$ cat src/rtl/vga_timing_pkg.sv
// vga_timing_pkg
// Shared timing constants for the VGA timing generator: default 640x480@60
// porch/sync widths, derived line/frame totals, counter and coordinate widths,
// and the largest totals the counters can hold.
package vga_timing_pkg;
  localparam int H_SYNC_DEF   = 96;
  localparam int H_BP_DEF     = 48;
  localparam int H_ACTIVE_DEF = 640;
  localparam int H_FP_DEF     = 16;
  localparam int V_SYNC_DEF   = 2;
  localparam int V_BP_DEF     = 33;
  localparam int V_ACTIVE_DEF = 480;
  localparam int V_FP_DEF     = 10;

  localparam int HT_DEF = H_SYNC_DEF + H_BP_DEF + H_ACTIVE_DEF + H_FP_DEF;
  localparam int VT_DEF = V_SYNC_DEF + V_BP_DEF + V_ACTIVE_DEF + V_FP_DEF;

  localparam int COORD_W = 10;
  localparam int HC_W    = 11;
  localparam int VC_W    = 10;
  localparam int HT_MAX  = 2048;
  localparam int VT_MAX  = 1024;
endpackage

$ cat src/rtl/vga_axis_counter.sv
// vga_axis_counter
// Modulo-TOTAL up-counter used for one raster axis.
// Ports:
//   clock   - rising-edge clock
//   reset_n - asynchronous active-low reset, clears count
//   enable  - advance by one when high
//   count   - current position, 0..TOTAL-1
//   wrap    - high when enabled at TOTAL-1 (count returns to 0 on this edge)
module vga_axis_counter #(
  parameter int TOTAL = 800,
  parameter int W     = 11
) (
  input  logic         clock,
  input  logic         reset_n,
  input  logic         enable,
  output logic [W-1:0] count,
  output logic         wrap
);
  logic at_end;

  assign at_end = (count == W'(TOTAL - 1));
  assign wrap   = enable && at_end;

  always_ff @(posedge clock or negedge reset_n) begin
    if (!reset_n) begin
      count <= '0;
    end else if (enable) begin
      count <= at_end ? '0 : count + W'(1);
    end
  end
endmodule

$ cat src/rtl/vga_timing_gen.sv
// vga_timing_gen
// VGA raster timing generator running from CLOCK_50 with a divide-by-two pixel
// strobe. Each line/frame is ordered sync, back porch, active, front porch.
// All outputs are registered and mutually aligned, one clock behind the
// counter state; they update only on PIX_CE cycles, pulses drop to 0 between.
// Ports:
//   CLOCK_50    - 50 MHz clock, rising edge
//   RESET_N     - asynchronous active-low reset
//   VGA_HS      - horizontal sync, active low
//   VGA_VS      - vertical sync, active low
//   PIX_CE      - one-cycle pixel strobe (every other clock)
//   DE          - visible pixel
//   PIX_X/PIX_Y - visible-area coordinates, 0 when DE=0
//   LINE_START  - pulse on the pixel with hc=0
//   FRAME_START - pulse on the pixel with hc=0, vc=0
//   FRAME_CNT   - 8-bit frame counter, only when VGA_TIMING_FRAME_CNT_EN is defined
module vga_timing_gen
  import vga_timing_pkg::*;
#(
  parameter int H_SYNC   = H_SYNC_DEF,
  parameter int H_BP     = H_BP_DEF,
  parameter int H_ACTIVE = H_ACTIVE_DEF,
  parameter int H_FP     = H_FP_DEF,
  parameter int V_SYNC   = V_SYNC_DEF,
  parameter int V_BP     = V_BP_DEF,
  parameter int V_ACTIVE = V_ACTIVE_DEF,
  parameter int V_FP     = V_FP_DEF
) (
  input  logic               CLOCK_50,
  input  logic               RESET_N,
  output logic               VGA_HS,
  output logic               VGA_VS,
  output logic               PIX_CE,
  output logic               DE,
  output logic [COORD_W-1:0] PIX_X,
  output logic [COORD_W-1:0] PIX_Y,
  output logic               LINE_START,
`ifdef VGA_TIMING_FRAME_CNT_EN
  output logic [7:0]         FRAME_CNT,
`endif
  output logic               FRAME_START
);
  localparam int HT          = H_SYNC + H_BP + H_ACTIVE + H_FP;
  localparam int VT          = V_SYNC + V_BP + V_ACTIVE + V_FP;
  localparam int H_ACT_START = H_SYNC + H_BP;
  localparam int H_ACT_END   = HT - H_FP;
  localparam int V_ACT_START = V_SYNC + V_BP;
  localparam int V_ACT_END   = VT - V_FP;

  generate
    if (HT > HT_MAX || VT > VT_MAX) begin : g_bad_timing
      $error("vga_timing_gen: HT must be <= 2048 and VT <= 1024");
    end
  endgenerate

  logic            div;
  logic [HC_W-1:0] hc;
  logic [VC_W-1:0] vc;
  logic            hc_wrap;
  // The frame pulse is decoded from the counter values, so the vertical
  // wrap has no consumer.
  logic            vc_wrap_unused;
  logic            de_next;
  logic            line_next;

  always_ff @(posedge CLOCK_50 or negedge RESET_N) begin
    if (!RESET_N) div <= 1'b0;
    else          div <= ~div;
  end

  vga_axis_counter #(.TOTAL(HT), .W(HC_W)) u_hc (
    .clock   (CLOCK_50),
    .reset_n (RESET_N),
    .enable  (div),
    .count   (hc),
    .wrap    (hc_wrap)
  );

  vga_axis_counter #(.TOTAL(VT), .W(VC_W)) u_vc (
    .clock   (CLOCK_50),
    .reset_n (RESET_N),
    .enable  (hc_wrap),
    .count   (vc),
    .wrap    (vc_wrap_unused)
  );

  assign de_next = (hc >= HC_W'(H_ACT_START)) && (hc < HC_W'(H_ACT_END)) &&
                   (vc >= VC_W'(V_ACT_START)) && (vc < VC_W'(V_ACT_END));
  assign line_next = (hc == '0);

  always_ff @(posedge CLOCK_50 or negedge RESET_N) begin
    if (!RESET_N) begin
      VGA_HS      <= 1'b1;
      VGA_VS      <= 1'b1;
      PIX_CE      <= 1'b0;
      DE          <= 1'b0;
      PIX_X       <= '0;
      PIX_Y       <= '0;
      LINE_START  <= 1'b0;
      FRAME_START <= 1'b0;
    end else begin
      PIX_CE      <= div;
      LINE_START  <= div && line_next;
      FRAME_START <= div && line_next && (vc == '0);
      if (div) begin
        VGA_HS <= (hc >= HC_W'(H_SYNC));
        VGA_VS <= (vc >= VC_W'(V_SYNC));
        DE     <= de_next;
        PIX_X  <= de_next ? COORD_W'(hc - HC_W'(H_ACT_START)) : '0;
        PIX_Y  <= de_next ? COORD_W'(vc - VC_W'(V_ACT_START)) : '0;
      end
    end
  end

`ifdef VGA_TIMING_FRAME_CNT_EN
  // Counts alongside FRAME_START, so the k-th frame pulse shows k mod 256.
  always_ff @(posedge CLOCK_50 or negedge RESET_N) begin
    if (!RESET_N)                          FRAME_CNT <= '0;
    else if (div && line_next && vc == '0) FRAME_CNT <= FRAME_CNT + 8'd1;
  end
`endif
endmodule

$ cat config.mk
export PLATFORM = sky130hd
export DESIGN_NAME = vga_timing_gen
export DESIGN_NICKNAME = d
export VERILOG_FILES = /design/src/rtl/vga_timing_pkg.sv /design/src/rtl/vga_axis_counter.sv /design/src/rtl/vga_timing_gen.sv
export SDC_FILE = /design/constraint.sdc
export NUM_CORES = 1
export LEC_CHECK = 0
export ABC_AREA = 1
export ABC_CLOCK_PERIOD_IN_PS = 4600
export BUFFER_PORTS_ARGS = -buffer_cell sky130_fd_sc_hd__buf_2
export CAP_MARGIN = 20
export CORE_MARGIN = 3
export CORE_UTILIZATION = 30
export DETAILED_ROUTE_END_ITERATION = 7
export HOLD_SLACK_MARGIN = 0.12
export PLACE_DENSITY = 0.43
export SYNTH_ARGS = -nofsm -noshare
export SYNTH_HDL_FRONTEND = slang
export SYNTH_SLANG_ARGS = --single-unit
$ cat constraint.sdc
create_clock -name CLOCK_50 -period 4.6 [get_ports CLOCK_50]
set_clock_uncertainty 0.2 [all_clocks]
set_input_delay 0.46 -clock CLOCK_50 [delete_from_list [all_inputs] [get_ports CLOCK_50]]
set_output_delay 0.46 -clock CLOCK_50 [all_outputs]
set_load 0.03 [all_outputs]
==> impl_metrics.csv <==
group,metric,value,unit
status,status,"finished, final reports clean",
yosys,ys_seq_elements,48,
sta,rsz0062_at_grt,"no",
yosys,yosysMostFrequentCell,"nand2_1",
critical_path,crit_required,4.60,ns
yosys,synth_top_area_share,40.46,%
clocking,cts_buffers,5,
flow_run,drv_cap,0,
route,vias_per_cell,4.390,
clocking,cts_buffer_depth,2,
die,dieHeight,103.4,um
worst_hold_path,min_path_cells,2,
route,drt_iter0_markers,126,
final_layout,nets,390,
yosys,syn_area,0.002845,mm^2
critical_path,endpoint_kind,"register",
critical_path,cp.buffers_inverters,2,
global_routing,grt_usage,12.87,%
die,start_util,31.70,%
die,boundaryPins,28,
global_routing,grt_pass1_vias,2169,
route,met1_length,3591,um
critical_path,r2r_start,"div",
worst_hold_path,hp-class,"register to register",
yosys,syn_area_per_cell,8.037,um^2
critical_path,cp_max_fo,24,
die,die_x,103.4,um
global_routing,antenna_found_initial,0,
yosys,synth_nets,366,
route,highest_layer,"met4",
clocking,cts_root_buffer,"clkbuf_8",
critical_path,crit_type,"register to register",
sta,fin_crit,2.082,ns
critical_path,ff2ff_path_depth,5,
yosys,async_reset_ff_share,100.0,%
route,routed_wl,6460,um
route,first_pass_iters,4,
clocking,cts.repair.resized,0,
final_layout,drive_gt1_share,20.32,%
yosys,yosys-top-cells-count,"nand2_1, dfrtp_1, inv_1",
yosys,yosysUniqueCellTypes,31,
yosys,synth_cells,354,
final_layout,syn_to_final_growth,13.41,%
critical_path,r2r_end,"u_vc.count[9]",
route,dr_wl_met3,207,um
power,power_density,263.9,mW/mm^2
yosys,synth_flop_cell,"dfrtp_1",
clocking,ctsHtreeMaxLevel,2,
route,drcViolationCount,0,
yosys,synth_edf_count,0,
route,postRouteAntennaNets,0,
critical_path,reg2reg_setup_slack,2.52,ns
final_layout,final_cell_count_no_fill,505,
yosys,synth-seq-area-share,42.30,%
die,die_area,0.01069,mm^2
critical_path,cp_data_arrival_time,2.08,ns
sta,finalHoldWorstSlack,0.2794,ns
route,wl_per_cell,12.79,um
clocking,clk_latency,0.30,ns
power,peakVddDrop,0.1732,mV
sta,slew_headroom,46.85,%
die,core_area,0.008976,mm^2
yosys,yosysWarnings,0,
die,rows,34,
critical_path,slowest_delay,0.63,ns
global_routing,grt_max_degree,49,
yosys,synth_area_leaders,"dfrtp_1, nand2_1, nand3_2",
sta,fmax,0.4803,GHz
final_layout,diodes,0,
placement,dp_cells,496,
sta,tightestPinTransition,0.7963,ns
global_routing,grt_pass1_wl,10870,um
critical_path,startpoint_type,"register",
route,num_vias,2217,
power,p_total,0.8515,mW
clocking,clkSinkCount,48,
sta,setup_viol,0,
critical_path,slowest_stage,"dfrtp_1",
critical_path,crit_chain,"inv_1, nor2_4, inv_1, nand2_1, nand2_1",
route,wl_met2,2613,um
clocking,cts_tree,"built",
clocking,clk_pin_slew,0.09,ns
final_layout,multi_input_area,0.001389,mm^2
final_layout,seqCellArea,0.001204,mm^2
sta,hold_viol_final,0,
yosys,yosysTopAreaCell,"dfrtp_1",
placement,io_buffers,27,
worst_hold_path,whs_endpoint,"PIX_X[9]",
final_layout,fillers,929,
global_routing,gr-total-overflow,0,
sta,drv_slew,0,
critical_path,crit_family,"flip-flops",
power,leakagePower,1.718,nW
placement,gp_congestion,0.8333,
sta,finalCritPeriodShare,45.26,%
placement,hpwl,4705,um
sta,tns,0,ns
worst_hold_path,hp-start,"PIX_X[9]",
placed cells by master (no fill, tap or decap), types with 3 or more instances in the layout:
master,instances
nor2_4,3
nand2_1,102
nor2_2,5
inv_2,5
dfrtp_1,46
clkbuf_8,5
inv_1,39
nand3_1,27
bufinv_16,3
nand4_1,6
ha_1,10
xor2_1,15
nor3_1,3
nand3_2,20
buf_2,27
nor2_1,29
a21oi_1,5
o21ai_0,9
power by group:
part,internal (mW),switching [mW]
clock,0.272,0.148
combinational,0.00140,0.00824
sequential,0.422,0
total,0.695,0.157
per-stage QoR:
| stage | utilization (%) | cell area [um^2] | setup slack (ns) |
|---|---|---|---|
| 2_1_floorplan | - | 2845 | 2.961 |
| 3_3_place_gp | 34.07 | 3058 | 2.535 |
| 3_5_place_dp | 34.07 | 3058 | 2.518 |
| 4_1_cts | 35.95 | 3227 | 2.501 |
| 5_1_grt | 35.95 | 3227 | 2.287 |
| 6_report | 35.95 | 3227 | 2.518 |
layout make-up:
type                    count  share of cell area [%]
well taps                 126                   4.886
multi-input cells         250                   43.04
clock buffers               5                   2.133
clock inverters             3                   2.792
inverters                  44                   5.118
repair buffers             29                   4.731
flip-flops and latches     48                   37.30
flip-flops by register name (all words and copies together) (netlist names):
signal       count
DE               1
FRAME_START      1
LINE_START       1
PIX_CE           1
PIX_X           10
PIX_Y           10
VGA_HS           1
VGA_VS           1
div              1
u_hc.count      11
u_vc.count      10
timing repair:
action / CTS / global route
hold endpoints to repair: 46 / 0
hold buffers: 1 / 0
setup buffers: 0 / 0
per-layer routing:
layer / track usage (%) / vias to the layer above
li1: - / 1162
met3: 2.079 / 4
met2: 17.75 / 36
met5: 0 / -
met4: 3.785 / 0
met1: 20.30 / 1015
worst reg2reg max path: cells and delay by family, from the launching register on:
family                 cells  cell delay, ns
buffers and inverters      2            0.60
AND/OR/NAND/NOR            3            0.55
flip-flops                 1            0.63
worst max path at each step:
stage,start,to,slack (ns),cells past startpoint
6_report,div,u_vc.count[9],2.52,5
5_1_grt,div,u_vc.count[8],2.29,5
4_1_cts,u_vc.count[0],PIX_X[3],2.50,7
3_5_place_dp,u_vc.count[0],PIX_X[3],2.52,7
3_3_place_gp,u_vc.count[0],PIX_X[3],2.53,7
2_1_floorplan,u_vc.count[0],PIX_Y[1],2.96,8
logic make-up (layout without fill, tap and decap cells):
kind of cell | count (synthesis) | after routing | synth area share [%]
compound gates | 21 | 21 | 4.178
fa+ha+maj | 10 | 10 | 4.398
buf+inv | 56 | 81 | 8.883
simple gates | 203 | 203 | 35.31
flops | 48 | 48 | 42.30
xor+xnor | 16 | 16 | 4.925
Power figures use the tool's default switching activity.
